File: config.mk
export PLATFORM = sky130hd
export DESIGN_NAME = mips_regfile_write_arbiter_flat
export DESIGN_NICKNAME = d
export VERILOG_FILES = /design/src/rtl/mips_regfile_write_arbiter_if.sv /design/src/rtl/mips_regfile_write_arbiter.sv /design/src/flat_wrapper.sv
export SDC_FILE = /design/constraint.sdc
export NUM_CORES = 1
export LEC_CHECK = 0
export CORE_MARGIN = 4
export CORE_UTILIZATION = 40
export CTS_CLUSTER_SIZE = 12
export DETAILED_ROUTE_END_ITERATION = 10
export DONT_BUFFER_PORTS = 1
export MAX_ROUTING_LAYER = met4
export PLACE_DENSITY_LB_ADDON = 0.12
export SETUP_SLACK_MARGIN = 0.4
export SYNTH_ARGS = -nofsm -noshare
export SYNTH_HDL_FRONTEND = slang
export SYNTH_SLANG_ARGS = --single-unit
File: constraint.sdc
create_clock -name clk -period 3.4 [get_ports clk]
set_clock_uncertainty 0.05 [all_clocks]
set_input_delay 1.02 -clock clk [delete_from_list [all_inputs] [get_ports clk]]
set_output_delay 1.02 -clock clk [all_outputs]
set_load 0.01 [all_outputs]
File: src/rtl/mips_regfile_write_arbiter_if.sv
// Writeback bundle between the two result sources and the shared register-file write port.
interface mips_regfile_write_arbiter_if #(parameter int DATA_W = 32);
   logic              alu_valid;
   logic              alu_ready;
   logic [4:0]        alu_dst;
   logic [DATA_W-1:0] alu_data;
   logic              mem_valid;
   logic              mem_ready;
   logic [4:0]        mem_dst;
   logic [DATA_W-1:0] mem_data;
   logic              rf_write_enable;
   logic [4:0]        rf_dst_addr;
   logic [DATA_W-1:0] rf_write_data;
   logic [31:0]       pending_mask;
   logic              busy;

   modport master (
      output alu_valid, alu_dst, alu_data, mem_valid, mem_dst, mem_data,
      input  alu_ready, mem_ready, rf_write_enable, rf_dst_addr, rf_write_data,
             pending_mask, busy
   );

   modport slave (
      input  alu_valid, alu_dst, alu_data, mem_valid, mem_dst, mem_data,
      output alu_ready, mem_ready, rf_write_enable, rf_dst_addr, rf_write_data,
             pending_mask, busy
   );
endinterface

File: src/rtl/mips_regfile_write_arbiter.sv
// Two per-source writeback FIFOs drained round-robin into one registered register-file write port,
// plus a pending-write mask for decode-stage RAW stall detection.
module mips_regfile_write_arbiter #(
   parameter int DEPTH  = 2,
   parameter int DATA_W = 32
) (
   input logic                          clk,
   input logic                          reset,
   mips_regfile_write_arbiter_if.slave  bus
);
   localparam int AW = $clog2(DEPTH);
   typedef logic [AW:0] ptr_t;

   // source index 0 = ALU, 1 = load
   logic [4:0]        dst_q [2][DEPTH];
   logic [4:0]        dst_d [2][DEPTH];
   logic [DATA_W-1:0] dat_q [2][DEPTH];
   logic [DATA_W-1:0] dat_d [2][DEPTH];
   ptr_t              wptr_q [2];
   ptr_t              wptr_d [2];
   ptr_t              rptr_q [2];
   ptr_t              rptr_d [2];
   logic              rr_q, rr_d;
   logic              we_q, we_d;
   logic [4:0]        addr_q, addr_d;
   logic [DATA_W-1:0] wdata_q, wdata_d;

   logic [1:0]        in_valid, full, nonempty, push, pop;
   logic [4:0]        in_dst [2];
   logic [DATA_W-1:0] in_data [2];
   logic [AW-1:0]     off;
   ptr_t              cnt;
   logic [31:0]       mask;

   always_comb begin
      in_valid   = {bus.mem_valid, bus.alu_valid};
      in_dst[0]  = bus.alu_dst;
      in_dst[1]  = bus.mem_dst;
      in_data[0] = bus.alu_data;
      in_data[1] = bus.mem_data;
      for (int s = 0; s < 2; s++) begin
         nonempty[s] = (wptr_q[s] != rptr_q[s]);
         full[s]     = (wptr_q[s][AW] != rptr_q[s][AW]) &&
                       (wptr_q[s][AW-1:0] == rptr_q[s][AW-1:0]);
         // dst 0 completes the handshake but is dropped here
         push[s]     = in_valid[s] && !full[s] && (in_dst[s] != 5'd0);
      end
      pop[0] = nonempty[0] && (!nonempty[1] || !rr_q);
      pop[1] = nonempty[1] && !pop[0];
   end

   always_comb begin
      dst_d   = dst_q;
      dat_d   = dat_q;
      wptr_d  = wptr_q;
      rptr_d  = rptr_q;
      rr_d    = rr_q;
      we_d    = 1'b0;
      addr_d  = addr_q;
      wdata_d = wdata_q;
      for (int s = 0; s < 2; s++) begin
         if (push[s]) begin
            dst_d[s][wptr_q[s][AW-1:0]] = in_dst[s];
            dat_d[s][wptr_q[s][AW-1:0]] = in_data[s];
            wptr_d[s] = wptr_q[s] + ptr_t'(1);
         end
         if (pop[s]) begin
            rptr_d[s] = rptr_q[s] + ptr_t'(1);
            we_d      = 1'b1;
            addr_d    = dst_q[s][rptr_q[s][AW-1:0]];
            wdata_d   = dat_q[s][rptr_q[s][AW-1:0]];
            rr_d      = (s == 0);
         end
      end
   end

   always_comb begin
      mask = 32'd0;
      off  = '0;
      cnt  = '0;
      for (int s = 0; s < 2; s++) begin
         cnt = wptr_q[s] - rptr_q[s];
         for (int j = 0; j < DEPTH; j++) begin
            off = j[AW-1:0] - rptr_q[s][AW-1:0];
            if ({1'b0, off} < cnt) mask[dst_q[s][j]] = 1'b1;
         end
      end
      if (we_q) mask[addr_q] = 1'b1;
      mask[0] = 1'b0;
   end

   always_ff @(posedge clk or negedge reset) begin
      if (!reset) begin
         for (int s = 0; s < 2; s++) begin
            for (int j = 0; j < DEPTH; j++) begin
               dst_q[s][j] <= '0;
               dat_q[s][j] <= '0;
            end
            wptr_q[s] <= '0;
            rptr_q[s] <= '0;
         end
         rr_q    <= 1'b0;
         we_q    <= 1'b0;
         addr_q  <= '0;
         wdata_q <= '0;
      end else begin
         dst_q   <= dst_d;
         dat_q   <= dat_d;
         wptr_q  <= wptr_d;
         rptr_q  <= rptr_d;
         rr_q    <= rr_d;
         we_q    <= we_d;
         addr_q  <= addr_d;
         wdata_q <= wdata_d;
      end
   end

   assign bus.alu_ready       = !full[0];
   assign bus.mem_ready       = !full[1];
   assign bus.rf_write_enable = we_q;
   assign bus.rf_dst_addr     = addr_q;
   assign bus.rf_write_data   = wdata_q;
   assign bus.pending_mask    = mask;
   assign bus.busy            = nonempty[0] || nonempty[1] || we_q;
endmodule

File: src/flat_wrapper.sv
// flat-port wrapper written by rule: the top's interface ports become plain ports
module mips_regfile_write_arbiter_flat 
#(
   parameter int DEPTH  = 2,
   parameter int DATA_W = 32
)
  (clk, reset, bus_alu_valid, bus_alu_dst, bus_alu_data, bus_mem_valid, bus_mem_dst, bus_mem_data, bus_alu_ready, bus_mem_ready, bus_rf_write_enable, bus_rf_dst_addr, bus_rf_write_data, bus_pending_mask, bus_busy);
  mips_regfile_write_arbiter_if #(.DATA_W(DATA_W)) bus_i ();
  input logic clk;
  input logic reset;
  input wire logic [$bits(bus_i.alu_valid)-1:0] bus_alu_valid;
  input wire logic [$bits(bus_i.alu_dst)-1:0] bus_alu_dst;
  input wire logic [$bits(bus_i.alu_data)-1:0] bus_alu_data;
  input wire logic [$bits(bus_i.mem_valid)-1:0] bus_mem_valid;
  input wire logic [$bits(bus_i.mem_dst)-1:0] bus_mem_dst;
  input wire logic [$bits(bus_i.mem_data)-1:0] bus_mem_data;
  output wire logic [$bits(bus_i.alu_ready)-1:0] bus_alu_ready;
  output wire logic [$bits(bus_i.mem_ready)-1:0] bus_mem_ready;
  output wire logic [$bits(bus_i.rf_write_enable)-1:0] bus_rf_write_enable;
  output wire logic [$bits(bus_i.rf_dst_addr)-1:0] bus_rf_dst_addr;
  output wire logic [$bits(bus_i.rf_write_data)-1:0] bus_rf_write_data;
  output wire logic [$bits(bus_i.pending_mask)-1:0] bus_pending_mask;
  output wire logic [$bits(bus_i.busy)-1:0] bus_busy;
  assign bus_i.alu_valid = bus_alu_valid;
  assign bus_i.alu_dst = bus_alu_dst;
  assign bus_i.alu_data = bus_alu_data;
  assign bus_i.mem_valid = bus_mem_valid;
  assign bus_i.mem_dst = bus_mem_dst;
  assign bus_i.mem_data = bus_mem_data;
  assign bus_alu_ready = bus_i.alu_ready;
  assign bus_mem_ready = bus_i.mem_ready;
  assign bus_rf_write_enable = bus_i.rf_write_enable;
  assign bus_rf_dst_addr = bus_i.rf_dst_addr;
  assign bus_rf_write_data = bus_i.rf_write_data;
  assign bus_pending_mask = bus_i.pending_mask;
  assign bus_busy = bus_i.busy;
  mips_regfile_write_arbiter #(.DEPTH(DEPTH), .DATA_W(DATA_W)) u_core (.clk(clk), .reset(reset), .bus(bus_i));
endmodule
==> impl_metrics.json <==
{
  "status": "finished, final reports clean",
  "die_area_sq_um": 28300,
  "post_drt_wl_per_cell_microns": 25.3,
  "max_clock_freq_mhz": 303,
  "crit_type": "reg -> out",
  "rows": 58,
  "slew-limit-headroom_pct": 37.7,
  "pwr_density_cell_nw_per_um2": 1310,
  "hold_ws_ps": 234,
  "power_w": 0.0153,
  "synthCells": 869,
  "period_share_pct": 96.9,
  "r2r_slack_ps": 670,
  "yosys_warnings": 0,
  "maxCapViolCount": 0,
  "die_y_microns": 168,
  "synthDistinctLibCells": 46,
  "ir_drop_mv": 0.510,
  "synth_ff_type": "dfrtp_1",
  "drive_gt1_share_pct": 30.1,
  "ant_nets": 0,
  "cts_num_sinks": 195,
  "cp_max_fo": 4,
  "async_flop_share_pct": 100,
  "cts_buffer_depth": 2,
  "antenna_cells": 0,
  "hp-class": "in -> async",
  "fin_util_pct": 46.4,
  "drt_iter0_markers": 498,
  "grtUsageTotal_pct": 21.8,
  "boundaryPins": 151,
  "max_slew.worst_pin.slew_ps": 934,
  "grt_max_degree": 196,
  "hold_viol_final": 0,
  "multi_input_area_sq_um": 5410,
  "cts_root_buffer": "clkbuf_16",
  "r2r_start": "u_core.rptr_q[2]",
  "endpoint_kind": "output pin",
  "start_util_pct": 40.8,
  "hpwl_mm": 20.5,
  "io_buffers": 0,
  "rsz0062_at_grt": "yes",
  "cts_made_buffers": 17,
  "antenna_found_initial": 0,
  "synth_edf_count": 0,
  "grt_pass1_vias": 7497,
  "netlist.area_leader.share_pct": 47.5,
  "place.gp.congestion": 0.896,
  "syn_to_final_growth_pct": 13.9,
  "firstDrtPassIters": 5,
  "r2r_cells": 6,
  "fillCellCount": 2299,
  "seq_area_sq_um": 4880,
  "synth.avg_cell_area_sq_um": 11.8,
  "vias": 7155,
  "cellLeakagePower_nw": 4.87,
  "slew_viol_final": 0,
  "dieWidth_microns": 168,
  "cts_tree": "built",
  "wl_mm": 30.3,
  "setup_violations": 0,
  "dp_worst_setup_slack_ps": 235,
  "syn_nets": 953,
  "cp.required_ps": 2330,
  "cp_data_arrival_time_ps": 2230,
  "setup-tns-final_ps": 0,
  "timing.final.crit_period_ps": 3300,
  "cts-hold-fix-buffers": 0,
  "core_area_sq_um": 25200,
  "regToRegEndpoint": "u_core.dst_q[14]",
  "setup_ws_ps": 104,
  "yosys.area.top_type": "dfrtp_1",
  "clk_pin_slew_ps": 70,
  "final_common_cell": "dfrtp_1",
  "synth.area.top_cells": "dfrtp_1 48%, mux2_4 7.3%, mux2i_1 6.6%",
  "drc": 0,
  "gr-total-overflow": 0,
  "layout_common_cells": "193 x dfrtp_1, 68 x mux2i_1, 55 x mux2_2, 50 x mux2_4, 47 x mux2_1",
  "htreeDepth": 4,
  "seq_area_frac_synth_pct": 47.5,
  "grt_pass1_wl_mm": 46.7,
  "netlist_area_sq_um": 10300,
  "cp-start-kind": "register",
  "nets": 940,
  "synth-seq-cells": 195,
  "clkLatencyLatePin_ps": 440,
  "vias_per_cell": 5.97
}
[per-layer routing]
layer	share of wire (%)	track usage [%]	vias to the layer above
li1	-	-	3208
met4	1.6	5.15	0
met3	8.2	7.28	42
met1	44	27.8	3689
met5	0	-	-
met2	47	33.9	216
[worst max path at each step]
stage / start / slack [ps] / end / depth (start not counted)
finish: u_core.wptr_q[3] / 100 / bus_pending_mask[19] / 8
global route: u_core.wptr_q[3] / 50 / bus_pending_mask[23] / 8
CTS: u_core.rptr_q[3] / 130 / bus_pending_mask[23] / 8
detailed placement: u_core.wptr_q[3] / 240 / bus_pending_mask[23] / 8
global placement: u_core.wptr_q[3] / 300 / bus_pending_mask[23] / 8
floorplan: u_core.rptr_q[0] / 420 / bus_busy / 9
[kinds of logic after synthesis]
| family | count (synthesis) | synth area share [%] |
|---|---|---|
| compound gates | 182 | 12.4 |
| xor+xnor | 8 | 0.829 |
| fa+ha+maj | 6 | 0.732 |
| buf+inv | 84 | 4.12 |
| flops | 195 | 47.5 |
| mux | 220 | 25.1 |
| other cells | 1 | 0.0365 |
| simple gates | 173 | 9.23 |
[power breakdown]
| part | total (W) | internal [W] | switching, W |
|---|---|---|---|
| Sequential | 0.00491 | 0.00360 | 0.00131 |
| Clock | 0.00208 | 0.00107 | 0.00101 |
| Combinational | 0.00830 | 0.00393 | 0.00437 |
| Total | 0.0153 | 0.00859 | 0.00670 |
[worst max-delay path, stage by stage (launching register included)]
cell and delay (ps):
dfrtp_1 410, xor2_2 200, inv_2 90, ha_4 280
o21ai_2 50, buf_6 130, nor2_1 260, a22oi_1 150
nand3_1 220
[flip-flops by register name, summed over array words and instances (netlist names)]
name	flops
u_core.bus.rf_write_enable	1
u_core.rr_q	1
u_core.bus.rf_dst_addr	5
u_core.wptr_q	4
u_core.dst_q	20
u_core.rptr_q	4
u_core.dat_q	128
u_core.bus.rf_write_data	32
[what timing repair did]
action                     4_1_cts  5_1_grt
buffers inserted                11        3
pin swaps                       21       21
gates cloned                     0        0
setup endpoints to repair       32       57
hold endpoints to repair         0        0
resized for setup               53       34
[final cells by class]
cell class                      count  area share, %
Clock buffer                       18           3.67
Clock inverter                     14           1.56
Inverter                           14          0.449
Multi-Input combinational cell    590           46.3
Sequential cell                   195           41.8
Tap cell                          330           3.53
Timing Repair Buffer               38           2.75
[stage by stage]
step                area, sq um  cells
global placement          10600   1153
finish                    11700   1199
detailed placement        10600   1153
floorplan                 10300    869
CTS                       11500   1196
global route              11700   1199
[Yosys cell counts, types with 2 or more instances]
| library cell | number |
|---|---|
| a21oi_1 | 3 |
| a221oi_1 | 3 |
| a22o_1 | 34 |
| a22oi_1 | 31 |
| a31oi_1 | 35 |
| and3b_1 | 3 |
| and4_1 | 2 |
| buf_1 | 2 |
| buf_2 | 11 |
| buf_4 | 3 |
| buf_6 | 11 |
| clkbuf_1 | 43 |
| dfrtp_1 | 195 |
| ha_1 | 6 |
| inv_1 | 12 |
| inv_2 | 2 |
| mux2_1 | 47 |
| mux2_2 | 55 |
| mux2_4 | 50 |
| mux2i_1 | 68 |
| nand2_1 | 30 |
| nand2b_1 | 3 |
| nand3_1 | 22 |
| nand3b_1 | 19 |
| nor2_1 | 44 |
| nor2b_1 | 3 |
| nor3_1 | 12 |
| nor3b_1 | 22 |
| o21ai_0 | 35 |
| o21ai_1 | 3 |
| o221ai_1 | 17 |
| o22ai_1 | 16 |
| o31ai_1 | 3 |
| or2_2 | 2 |
| or3_1 | 2 |
| or3b_2 | 5 |
| xnor2_1 | 5 |
| xor2_2 | 2 |
(Power assumes the default switching activity.)
